## src/rtl/fifo_stream_reader_if.sv

```systemverilog
// Signal bundle between the FIFO read port, the stream reader and the
// downstream consumer. The reader (master) drives the FIFO read enable and
// the stream outputs. The environment (slave) drives the FIFO flags, the
// FIFO data and the consumer ready.
interface fifo_stream_reader_if #(
    parameter int width = 9
);
    logic             fifo_empty;
    logic [width-1:0] fifo_dout;
    logic             fifo_rderr;
    logic             fifo_rd_en;
    logic             m_valid;
    logic [width-1:0] m_data;
    logic             m_ready;

    modport master (
        input  fifo_empty, fifo_dout, fifo_rderr, m_ready,
        output fifo_rd_en, m_valid, m_data
    );

    modport slave (
        output fifo_empty, fifo_dout, fifo_rderr, m_ready,
        input  fifo_rd_en, m_valid, m_data
    );
endinterface

```

## src/rtl/fifo_stream_reader.sv

```systemverilog
// Read-side adapter for a non-FWFT block-RAM FIFO.
// It issues FIFO reads under credit control, so that the buffered words plus
// the words still in flight never exceed DEPTH. It lands the returned words
// in a small circular buffer and presents them as a valid/ready stream.
module fifo_stream_reader #(
    parameter int width        = 9,
    parameter int READ_LATENCY = 1,
    parameter int DEPTH        = 4,
    localparam int OCC_W       = $clog2(DEPTH + 1)
) (
    input  logic                 rd_clk,
    input  logic                 rst,
    fifo_stream_reader_if.master bus,
    output logic [OCC_W-1:0]     occupancy,
    output logic                 err
);
    localparam int PTR_W = (DEPTH > 1) ? $clog2(DEPTH) : 1;
    // credit can reach DEPTH + READ_LATENCY, so one extra bit is needed
    localparam int CNT_W = OCC_W + 1;
    localparam logic [CNT_W-1:0] DEPTH_C = CNT_W'(DEPTH);
    localparam logic [OCC_W-1:0] FULL_C  = OCC_W'(DEPTH);
    localparam logic [PTR_W-1:0] LAST_C  = PTR_W'(DEPTH - 1);

    // Parameter sanity: reject illegal combinations at elaboration
    if (READ_LATENCY != 1 && READ_LATENCY != 2) begin : g_bad_latency
        $error("fifo_stream_reader: READ_LATENCY must be 1 or 2");
    end
    if (DEPTH < READ_LATENCY + 1) begin : g_bad_depth
        $error("fifo_stream_reader: DEPTH must be >= READ_LATENCY+1");
    end

    logic [READ_LATENCY-1:0] stage_reg;
    logic [width-1:0]        buf_mem [DEPTH];
    logic [PTR_W-1:0]        wr_ptr_reg;
    logic [PTR_W-1:0]        rd_ptr_reg;
    logic [OCC_W-1:0]        occ_reg;
    logic [OCC_W-1:0]        occ_next;
    logic                    valid_reg;
    logic                    err_reg;

    logic                    rd_en;
    logic                    pop;
    logic                    capture;
    logic                    full;
    logic                    wr_ok;
    logic [CNT_W-1:0]        inflight;
    logic [CNT_W-1:0]        credit;

    // Credit accounting and the read-issue decision. A pop in this cycle
    // frees one slot, so a read may still go out when credit is exactly DEPTH.
    always_comb begin
        inflight = '0;
        for (int i = 0; i < READ_LATENCY; i++) begin
            inflight = inflight + CNT_W'(stage_reg[i]);
        end
        credit  = CNT_W'(occ_reg) + inflight;
        pop     = valid_reg & bus.m_ready;
        rd_en   = !rst && !bus.fifo_empty &&
                  ((credit < DEPTH_C) || ((credit == DEPTH_C) && pop));
        capture = stage_reg[READ_LATENCY-1];
        full    = (occ_reg == FULL_C);
        // Overflow cannot happen while the credit rule holds. The write is
        // still guarded so that a violation cannot corrupt the live head.
        wr_ok   = capture && (!full || pop);
        occ_next = occ_reg;
        case ({wr_ok, pop})
            2'b10:   occ_next = occ_reg + OCC_W'(1);
            2'b01:   occ_next = occ_reg - OCC_W'(1);
            default: occ_next = occ_reg;
        endcase
    end

    assign bus.fifo_rd_en = rd_en;
    assign bus.m_valid    = valid_reg;
    assign bus.m_data     = buf_mem[rd_ptr_reg];
    assign occupancy      = occ_reg;
    assign err            = err_reg;

    // In-flight read pipeline: one valid bit per cycle of FIFO read latency
    if (READ_LATENCY == 1) begin : g_lat1
        always_ff @(posedge rd_clk) begin
            if (rst) stage_reg <= '0;
            else     stage_reg <= rd_en;
        end
    end else begin : g_latn
        always_ff @(posedge rd_clk) begin
            if (rst) stage_reg <= '0;
            else     stage_reg <= {stage_reg[READ_LATENCY-2:0], rd_en};
        end
    end

    // Buffer storage: write the returned FIFO word when its read lands
    always_ff @(posedge rd_clk) begin
        if (!rst && wr_ok) begin
            buf_mem[wr_ptr_reg] <= bus.fifo_dout;
        end
    end

    // Pointers, occupancy, registered valid and the sticky error flag
    always_ff @(posedge rd_clk) begin
        if (rst) begin
            wr_ptr_reg <= '0;
            rd_ptr_reg <= '0;
            occ_reg    <= '0;
            valid_reg  <= 1'b0;
            err_reg    <= 1'b0;
        end else begin
            if (wr_ok) begin
                wr_ptr_reg <= (wr_ptr_reg == LAST_C) ? '0 : wr_ptr_reg + 1'b1;
            end
            if (pop) begin
                rd_ptr_reg <= (rd_ptr_reg == LAST_C) ? '0 : rd_ptr_reg + 1'b1;
            end
            occ_reg   <= occ_next;
            valid_reg <= (occ_next != '0);
            err_reg   <= err_reg | bus.fifo_rderr | (capture & full);
        end
    end
endmodule
```

## src/flat_wrapper.sv

```systemverilog
// flat-port wrapper written by rule: the top's interface ports become plain ports
module fifo_stream_reader_flat 
#(
    parameter int width        = 9,
    parameter int READ_LATENCY = 1,
    parameter int DEPTH        = 4,
    localparam int OCC_W       = $clog2(DEPTH + 1)
)
  (rd_clk, rst, occupancy, err, bus_fifo_empty, bus_fifo_dout, bus_fifo_rderr, bus_m_ready, bus_fifo_rd_en, bus_m_valid, bus_m_data);
  fifo_stream_reader_if #(.width(width)) bus_i ();
  input  logic rd_clk;
  input  logic rst;
  output logic [OCC_W-1:0] occupancy;
  output logic err;
  input wire logic [$bits(bus_i.fifo_empty)-1:0] bus_fifo_empty;
  input wire logic [$bits(bus_i.fifo_dout)-1:0] bus_fifo_dout;
  input wire logic [$bits(bus_i.fifo_rderr)-1:0] bus_fifo_rderr;
  input wire logic [$bits(bus_i.m_ready)-1:0] bus_m_ready;
  output wire logic [$bits(bus_i.fifo_rd_en)-1:0] bus_fifo_rd_en;
  output wire logic [$bits(bus_i.m_valid)-1:0] bus_m_valid;
  output wire logic [$bits(bus_i.m_data)-1:0] bus_m_data;
  assign bus_i.fifo_empty = bus_fifo_empty;
  assign bus_i.fifo_dout = bus_fifo_dout;
  assign bus_i.fifo_rderr = bus_fifo_rderr;
  assign bus_i.m_ready = bus_m_ready;
  assign bus_fifo_rd_en = bus_i.fifo_rd_en;
  assign bus_m_valid = bus_i.m_valid;
  assign bus_m_data = bus_i.m_data;
  fifo_stream_reader #(.width(width), .READ_LATENCY(READ_LATENCY), .DEPTH(DEPTH)) u_core (.rd_clk(rd_clk), .rst(rst), .bus(bus_i), .occupancy(occupancy), .err(err));
endmodule
```

## config.mk

```make
export PLATFORM = sky130hd
export DESIGN_NAME = fifo_stream_reader_flat
export DESIGN_NICKNAME = d
export VERILOG_FILES = /design/src/rtl/fifo_stream_reader_if.sv /design/src/rtl/fifo_stream_reader.sv /design/src/flat_wrapper.sv
export SDC_FILE = /design/constraint.sdc
export NUM_CORES = 1
export LEC_CHECK = 0
export CORE_UTILIZATION = 55
export CTS_CLUSTER_DIAMETER = 100
export DETAILED_ROUTE_END_ITERATION = 8
export DONT_BUFFER_PORTS = 1
export GPL_TIMING_DRIVEN = 0
export PLACE_DENSITY = 0.71
export SLEW_MARGIN = 20
export SYNTH_ARGS = -nofsm -noshare
export SYNTH_HDL_FRONTEND = slang
export SYNTH_SLANG_ARGS = --single-unit
```

## constraint.sdc

```tcl
create_clock -name rd_clk -period 2 [get_ports rd_clk]
set_input_delay 0.4 -clock rd_clk [delete_from_list [all_inputs] [get_ports rd_clk]]
set_output_delay 0.4 -clock rd_clk [all_outputs]
set_load 0.1 [all_outputs]
```

==> results.yml, run 1 <==
sta:
  clock.fmax_ghz: 0.428
  finalClockSkew_ns: 0.00776
  rsz0062_at_grt: "yes"
  maxSlewHeadroom_pct: 34.6
  setup_ws_ns: -0.334
  hold_viol: 0
  fin_crit_sh_pct: 117
  setup_viol: 13
  worst_pin_slew_ns: 0.979
  setup_tns_ns: -1.31
  period_needed_ns: 2.33
  maxSlewViolCount: 0
layout:
  num_antenna_cells: 0
  mostFrequentLayoutCells: "edfxtp_1, mux4_2, dfxtp_1"
  area_growth_pct: 14.0
  drive_gt1_share_pct: 36.7
  layout.nets: 151
  final_common_cell: "edfxtp_1"
  largest_reg_flops: 36
  largest_register: "u_core.buf_mem"
  fin_area_sq_mm: 0.00221
  fill_cells: 247
pwr:
  p_leak_nw: 0.725
  vdd_drop_max_v: 0.000595
  p_total_mw: 2.42
  power_density_mw_per_mm2: 1090
route:
  vias_per_cell: 5.68
  drcViolationCount: 0
  drt_iter0_markers: 26
  routed_wl_um: 3110
  drtPass1Iterations: 4
  wl_per_cell_um: 17.9
  dr_total_vias: 989
  detail-route-antenna-nets: 0
die:
  dieHeight_um: 61.4
  die_w_um: 61.4
  row_count: 21
  start_util_pct: 57.7
  core_sq_mm: 0.00336
  die_area_sq_mm: 0.00377
  io_pins: 29
yosys:
  syn_inst: 116
  yosysSeqAreaShare_pct: 68.1
  syn-cell-area_sq_mm: 0.00194
  synth.avg_cell_area_sq_um: 16.7
  synth_cell_types: 30
  synth_nets: 139
  async_reset_ff_share_pct: 0
  synth-edff-count: 36
  yosysWarnings: 0
  synth-seq-cells: 48
  synth_ff_type: "edfxtp_1"
setup_path:
  end_kind: "flip-flop"
  r2r-start: "u_core.occupancy[2]"
  path_class: "flip-flop to flip-flop"
  cp_max_fo: 7
  cp.required_ns: 2.28
  start_kind: "flip-flop"
  cp-startpoint: "u_core.occupancy[2]"
  arrival_ns: 2.61
place:
  hpwl_um: 2130
  gp_congestion: 0.680
  numPortBuffers: 0
  postPlaceCellArea_sq_mm: 0.00208
clock_network:
  cts_root_buf: "clkbuf_4"
  clock_latency_ns: 0.35
  tritoncts: "built"
  clkTransAtPathRegs_ns: 0.12
  clockBufferDepth: 2
  htreeDepth: 2
  cts_made_buffers: 5
  cts.sinks: 48
global_route:
  grt.total_usage_pct: 18.9
  grt_start_max_net_pins: 14
  grt_pass1_wl_um: 4690
  grt_pass1_vias: 951
  grt_overflow: 0
  antenna_found_initial: 0
min_path:
  min_from: "bus_fifo_empty"
  hold_path_class: "input port to flip-flop"
flow_run:
  cap_violations: 0
status:
  violations: "negative setup slack"
  outcome: "finished, violations left"
==> per-stage QoR <==
step	setup WS (ns)	util, %	hold slack, ns	cells
3_3_place_gp	-0.616	61.4	0.467	162
2_1_floorplan	-0.578	-	0.454	116
5_1_grt	-0.470	65.8	0.0920	174
4_1_cts	-0.351	65.0	0.110	173
3_5_place_dp	-0.473	61.8	0.479	163
6_report	-0.334	65.8	0.120	174
==> synthesized netlist by cell type (all sizes together) (2+ instances only) <==
cell    count  area (sq um)
ha          8           100
xor2        2          17.5
and3        5          31.3
o31ai       2          15.0
a21oi       3          15.0
o211ai      2          15.0
nand2       5          18.8
inv         8          30.0
buf         2          8.75
edfxtp     36          1080
mux4        9           203
nor2        6          22.5
dfxtp      12           240
nor4        2          12.5
==> routing by layer <==
layer  track usage [%]  up-vias  part of all wire (%)
li1                  -      470                     -
met1              25.5      494                    44
met2              28.0       19                    49
met3              6.09        6                   5.4
met4              9.52        0                   1.5
met5                 0        -                     0
==> critical path: stages, from the launching register on <==
cell and delay [ns]:
dfxtp_4 0.59, nor3b_4 0.31, a21boi_4 0.09, inv_2 0.08, ha_4 0.13, inv_2 0.03
fa_2 0.32, xor2_1 0.16, or4_1 0.44, o211ai_1 0.10
==> worst paths after layout <==
check                        to  slack (ns)  depth (start not counted)
max          u_core.bus.m_valid       -0.33                          9
min reg2reg           flip-flop        0.49                          2
max reg2reg  u_core.bus.m_valid       -0.33                          9
min              u_core.capture        0.12                          1
==> logic make-up (layout without fill, tap and decap cells) <==
| family | Yosys count | count (layout) | share of synthesized area [%] |
|---|---|---|---|
| compound gates | 12 | 12 | 4.77 |
| xor+xnor | 3 | 3 | 1.35 |
| fa+ha+maj | 9 | 9 | 6.19 |
| buf+inv | 11 | 23 | 2.19 |
| flops | 48 | 48 | 68.1 |
| mux | 10 | 10 | 11.0 |
| simple gates | 23 | 23 | 6.45 |
==> report_power, final <==
group          switching, mW  total [mW]  leakage [nW]  internal [mW]
combinational          0.413       0.620         0.270          0.207
sequential             0.256        1.40         0.427           1.14
clock                  0.269       0.399        0.0281          0.130
total                  0.938        2.42         0.725           1.48
==> layout make-up <==
cell class | instances | area (sq um) | share of cell area, %
sequential | 48 | 1340 | 60.5
timing repair buffer | 6 | 56.3 | 2.55
tap | 46 | 57.6 | 2.60
clock inverter | 1 | 5.00 | 0.226
buffer | 2 | 15.0 | 0.679
inverter | 8 | 30.0 | 1.36
multi-input combinational | 57 | 668 | 30.2
clock buffer | 6 | 41.3 | 1.87
==> timing repair <==
action	4_1_cts	5_1_grt
pin swaps	6	1
hold buffers	0	0
gates resized for setup	11	7
cloned	1	0
setup endpoints to repair	13	13
buffers inserted	3	1
No activity file was read; power rests on OpenSTA's default activity.
==> run 2: changes to the inputs <==
--- a/config.mk
+++ b/config.mk
@@ -5,6 +5,8 @@
 export SDC_FILE = /design/constraint.sdc
 export NUM_CORES = 1
 export LEC_CHECK = 0
+export ABC_AREA = 1
+export CORE_MARGIN = 4
 export CORE_UTILIZATION = 55
 export CTS_CLUSTER_DIAMETER = 100
 export DETAILED_ROUTE_END_ITERATION = 8
==> run 2 against run 1 <==
Against the previous run: the run still ends with negative setup slack left; utilization is 16 points higher; die area is 23% higher; non-clock buffer count is 16 higher; clock-buffer cell count stayed put; via count is 45% higher; critical path depth is 4 lower; global-route usage is 3.5 points higher; sequential share of layout area is 13 points lower; critical path type is now flip-flop to output pin.
==> results.yml, run 2 <==
layout:
  area_growth_pct: 41.8
  fin_area_sq_mm: 0.00281
  mostFrequentLayoutCells: "edfxtp_1, nor2_1, inv_1"
  finalNonFillerCells: 246
  largest_reg_flops: 36
  num_antenna_cells: 0
  layout.nets: 222
  post-route-util_pct: 82.3
  final_common_cell: "edfxtp_1"
  drive_gt1_share_pct: 42.5
  fill_cells: 165
  largest_register: "u_core.buf_mem"
min_path:
  min_from: "rst"
  hold_path_class: "input port to flip-flop"
die:
  row_count: 21
  die_area_sq_mm: 0.00463
  die_w_um: 68.0
  dieHeight_um: 68.0
  io_pins: 29
  start_util_pct: 58.0
  core_sq_mm: 0.00342
yosys:
  syn_inst: 171
  synth-seq-cells: 48
  synth.avg_cell_area_sq_um: 11.6
  synth-edff-count: 36
  yosysMostFrequentCell: "edfxtp_1"
  synth_top_area_share_pct: 54.5
  synth_nets: 194
  synth_cell_types: 21
  async_reset_ff_share_pct: 0
  yosys-top-cells-count: "edfxtp_1, nor2_1, o21ai_0, inv_1, nand2_1"
  synth.area.top_cells: "edfxtp_1, dfxtp_1, nor2_1"
  synth_ff_type: "edfxtp_1"
  yosysSeqAreaShare_pct: 66.7
  syn-cell-area_sq_mm: 0.00198
  yosysWarnings: 0
  yosys.area.top_type: "edfxtp_1"
sta:
  clock.fmax_ghz: 0.395
  fin_crit_sh_pct: 127
  setup_viol: 13
  finalClockSkew_ns: 0.0164
  fin_hold_ws_ns: 0.0811
  hold_viol: 0
  period_needed_ns: 2.53
  setup_tns_ns: -1.99
  worst_pin_slew_ns: 0.976
  setup_ws_ns: -0.531
  rsz0062_at_grt: "yes"
  maxSlewHeadroom_pct: 34.8
  maxSlewViolCount: 0
pwr:
  p_total_mw: 3.63
  p_leak_nw: 1.01
  power_density_mw_per_mm2: 1290
  vdd_drop_max_v: 0.00114
flow_run:
  cap_violations: 0
clock_network:
  cts_root_buf: "clkbuf_4"
  tritoncts: "built"
  clockBufferDepth: 2
  clkTransAtPathRegs_ns: 0.14
  htreeDepth: 2
  clock_latency_ns: 0.38
  cts_made_buffers: 5
  holdBufCountCts: 0
  cts.sinks: 48
setup_path:
  arrival_ns: 2.13
  cp.required_ns: 1.60
  cp_slowest_cell: "dfxtp_4"
  end_kind: "output pin"
  start_kind: "flip-flop"
  r2r-start: "u_core.bus.m_valid"
  crit_chain: "ha_4 -> ha_4 -> nor2_4 -> nand2_2 -> a21oi_4"
  crit_buf_inv: 0
  path_class: "flip-flop to output pin"
  max_stage_delay_ns: 0.60
  critPathTopFamily: "flip-flops"
  cp_max_fo: 5
  crit_top_cell: "ha_4"
  cp-startpoint: "u_core.occupancy[0]"
route:
  drcViolationCount: 0
  detail-route-antenna-nets: 0
  drt_iter0_markers: 81
  dr_total_vias: 1435
  vias_per_cell: 5.83
  drtPass1Iterations: 4
  routed_wl_um: 4960
  wl_per_cell_um: 20.2
global_route:
  grt_overflow: 0
  grt_pass1_vias: 1450
  grt.total_usage_pct: 22.4
  antenna_found_initial: 0
  grt_pass1_wl_um: 7220
  grt_start_max_net_pins: 17
place:
  dp.cells: 217
  gp_congestion: 0.734
  dp_slack_ns: -0.433
  postPlaceCellArea_sq_mm: 0.00212
  numPortBuffers: 0
  hpwl_um: 2520
status:
  outcome: "finished, violations left"
  violations: "negative setup slack"
## run 2: cell types whose count changed after synthesis, sizes merged, moves of 2 or more
cell	before	now
mux4	9	0
o31ai	2	0
nand2	5	14
o211ai	2	0
nor4	2	0
nor2	6	35
o21ai	1	20
and3	5	0
a21oi	3	6
nand3	0	6
o22ai	0	9
inv	8	17
## run 2: cells by family after synthesis
| family | after synthesis | synth area share, % |
|---|---|---|
| and+or+nand+nor | 58 | 12.2 |
| DFF | 48 | 66.7 |
| AOI/OAI and AO/OA | 35 | 9.41 |
| buffers and inverters | 20 | 5.18 |
| adders and majority gates | 9 | 6.06 |
| xor gates and xnor gates | 1 | 0.442 |
## run 2: path summary, 6_finish.rpt
| check | end | slack, ns | depth (start not counted) |
|---|---|---|---|
| max | bus_fifo_rd_en | -0.53 | 5 |
| min | u_core.err | 0.08 | 1 |
| max reg2reg | u_core.bus.m_valid | -0.19 | 12 |
| min reg2reg | flip-flop | 0.52 | 2 |
## run 2: timing repair
action,4_1_cts,5_1_grt
gates resized for setup,73,31
pin swaps,14,19
gates cloned,1,0
setup buffers,12,9
endpoints found under the setup margin,49,46
## run 2: area by class of cell
class / instances / area, sq um / share of cell area (%)
sequential: 48 / 1340 / 47.8
multi-input combinational: 103 / 957 / 34.1
timing repair buffer: 22 / 265 / 9.44
inverter: 17 / 78.8 / 2.80
clock buffer: 6 / 62.6 / 2.23
tap: 46 / 57.6 / 2.05
buffer: 2 / 30.0 / 1.07
clock inverter: 2 / 15.0 / 0.534
## run 2: per-layer routing
metal	GRT usage (%)	routed length (um)	part of all wire, %	vias to the layer above
met5	0	0	0	-
met4	10.2	91	1.8	0
met3	7.72	364	7.3	9
met2	41.0	2790	56	55
met1	22.7	1710	35	714
li1	-	-	-	657
## run 2: worst register-to-register path, cell delays in order (launching register included)
cell     delay (ns)
dfxtp_4        0.57
nand2_4        0.07
buf_4          0.16
nand3_2        0.11
nand2_2        0.07
ha_1           0.23
inv_2          0.07
fa_2           0.42
nand2_1        0.08
o21ai_0        0.09
nor2_1         0.15
nor2_1         0.06
nand2_1        0.06
## run 2: report_power, final
part	internal, mW	total (mW)	switching (mW)
sequential	1.17	1.48	0.310
clock	0.219	0.542	0.323
combinational	0.541	1.61	1.07
==> run 3: changes to the inputs <==
--- a/config.mk
+++ b/config.mk
@@ -6,13 +6,14 @@
 export NUM_CORES = 1
 export LEC_CHECK = 0
 export ABC_AREA = 1
+export CAP_MARGIN = 20
 export CORE_MARGIN = 4
 export CORE_UTILIZATION = 55
 export CTS_CLUSTER_DIAMETER = 100
 export DETAILED_ROUTE_END_ITERATION = 8
 export DONT_BUFFER_PORTS = 1
 export GPL_TIMING_DRIVEN = 0
-export PLACE_DENSITY = 0.71
+export PLACE_DENSITY = 0.68
 export SLEW_MARGIN = 20
 export SYNTH_ARGS = -nofsm -noshare
 export SYNTH_HDL_FRONTEND = slang
==> constraint.sdc (replaced) <==
create_clock -name rd_clk -period 2.5 [get_ports rd_clk]
set_input_delay 0.5 -clock rd_clk [delete_from_list [all_inputs] [get_ports rd_clk]]
set_output_delay 0.5 -clock rd_clk [all_outputs]
set_load 0.1 [all_outputs]
==> run 3 against run 2 <==
Against the previous run: the flow still finishes with violations (negative setup slack); final cell count shrank 8.1%; final area shrank 18%; sequential power shrank 21%; first-iteration DRC count shrank 19%; global-route usage shrank 2.6 points; die area is the same; combinational power shrank 43%; critical path depth is the same; clock-buffer cell count is the same; clock power shrank 30%; wire length shrank 21%; largest cell class unchanged; highest routed layer unchanged.
==> results.yml, run 3 (synthesis gave the netlist of run 2 again) <==
sta:
  period_needed_ns: 2.60
  maxSlewViolCount: 0
  fin_hold_ws_ns: 0.184
  worst_pin_slew_ns: 0.963
  setup_viol: 1
  hold_viol: 0
  setup_ws_ns: -0.0987
  maxSlewHeadroom_pct: 35.7
  finalClockSkew_ns: 0.00852
  fin_crit_sh_pct: 104
  rsz0062_at_grt: "yes"
  clock.fmax_ghz: 0.385
place:
  dp.cells: 217
  numPortBuffers: 0
  gp_congestion: 0.715
  hpwl_um: 2650
pwr:
  vdd_drop_max_v: 0.000752
  p_leak_nw: 0.817
  p_total_mw: 2.46
  power_density_mw_per_mm2: 1070
die:
  die_area_sq_mm: 0.00463
  io_pins: 29
  core_sq_mm: 0.00342
  dieHeight_um: 68.0
  die_w_um: 68.0
  start_util_pct: 58.0
  row_count: 21
layout:
  largest_reg_flops: 36
  final_common_cell: "edfxtp_1"
  mostFrequentLayoutCells: "edfxtp_1, nor2_1, o21ai_0"
  num_antenna_cells: 0
  area_growth_pct: 15.9
  largest_register: "u_core.buf_mem"
  finalNonFillerCells: 226
  layout.nets: 202
  drive_gt1_share_pct: 19.4
min_path:
  min_path_cells: 1
  min_to: "u_core.err"
  hold_path_class: "input port to flip-flop"
  min_from: "rst"
setup_path:
  cp_slowest_cell: "dfxtp_4"
  crit_chain: "ha_4 -> ha_4 -> nor2_4 -> nand2_2 -> a21oi_4"
  max_stage_delay_ns: 0.59
  r2r_cells: 11
  path_class: "flip-flop to output pin"
  r2r-start: "u_core.bus.m_valid"
  crit_top_cell: "ha_4"
  end_kind: "output pin"
  cp.required_ns: 2.00
  cp_max_fo: 5
  rrSetupSlack_ns: 0.27
  regToRegEndpoint: "u_core.bus.m_valid"
  start_kind: "flip-flop"
  arrival_ns: 2.10
global_route:
  use_met1_pct: 20.9
  grt.total_usage_pct: 19.8
  grt_start_max_net_pins: 16
  grt_use_met2_pct: 36.0
  grt_pass1_vias: 1392
  grt_overflow: 0
  antenna_found_initial: 0
  globalRoute.busiestLayer: "met2"
  use_met3_pct: 7.55
  grt_pass1_wl_um: 6510
clock_network:
  cts.sinks: 48
  clock_latency_ns: 0.36
  tritoncts: "built"
  cts_made_buffers: 5
  clockBufferDepth: 2
  htreeDepth: 2
  holdBufCountCts: 0
  clkTransAtPathRegs_ns: 0.13
  cts_root_buf: "clkbuf_4"
status:
  outcome: "finished, violations left"
  violations: "negative setup slack"
route:
  dr_total_vias: 1249
  drtPass1Iterations: 4
  wl_per_cell_um: 17.3
  drcViolationCount: 0
  detail-route-antenna-nets: 0
  vias_per_cell: 5.53
  routed_wl_um: 3910
  drt_iter0_markers: 66
flow_run:
  cap_violations: 0
[run 3: cell types whose count changed in the layout (fill, tap and decap cells not counted), moves of 3 or more]
cell,change
o21ai_0,+16
o21ai_4,-13
nor2_1,+7
buf_12,-4
buf_8,-3
o21ai_2,-4
buf_4,-9
nor2_4,-7
buf_6,-3
[run 3: repair_timing]
item,CTS,global route
cloned,0,0
setup endpoints to repair,13,3
resized for setup,19,2
pin swaps,3,1
setup buffers,1,0
[run 3: cell type report]
type	count	area (sq um)
clock inverters	2	13.8
well taps	46	57.6
inverters	17	68.8
multi-input cells	103	728
plain buffers	3	33.8
repair buffers	1	7.51
fillers	259	1120
flip-flops and latches	48	1340
clock buffers	6	51.3
[run 3: how the worst max path moves through the flow]
stage | slack, ns | endpoint | startpoint
finish | -0.1 | bus_fifo_rd_en | u_core.occupancy[0]
global placement | -0.15 | u_core.bus.m_valid | u_core.occupancy[2]
floorplan | 0.02 | u_core.bus.m_valid | u_core.occupancy[2]
global route | -0.20 | bus_fifo_rd_en | u_core.occupancy[0]
CTS | -0.10 | bus_fifo_rd_en | u_core.occupancy[0]
detailed placement | -0.21 | u_core.bus.m_valid | u_core.occupancy[2]
[run 3: critical path: cells and delay by family (launching register included)]
kind,cells,cell delay (ns)
AND/OR/NAND/NOR,2,0.16
adder cells (fa/ha/maj),2,0.40
flip-flops,1,0.59
AO/OA/AOI/OAI,1,0.58
[run 3: report_power, final]
| part | switching, mW | internal [mW] | total [mW] |
|---|---|---|---|
| sequential | 0.238 | 0.929 | 1.17 |
| combinational | 0.706 | 0.215 | 0.921 |
| clock | 0.239 | 0.138 | 0.377 |
| total | 1.18 | 1.28 | 2.46 |
[run 3: stage by stage]
step | TNS [ns] | setup slack (ns) | area (sq um) | utilization (%)
global placement | -0.240 | -0.153 | 2110 | 61.8
finish | -0.0987 | -0.0987 | 2300 | 67.3
floorplan | 0 | 0.0203 | 2050 | -
CTS | -0.103 | -0.103 | 2290 | 67.2
detailed placement | -0.433 | -0.209 | 2110 | 61.8
global route | -0.201 | -0.201 | 2300 | 67.3
[run 3: metal layers]
metal	up-vias	share of wire, %
met1	597	38
met4	0	1.4
li1	612	-
met3	7	6.7
met5	-	0
met2	33	54
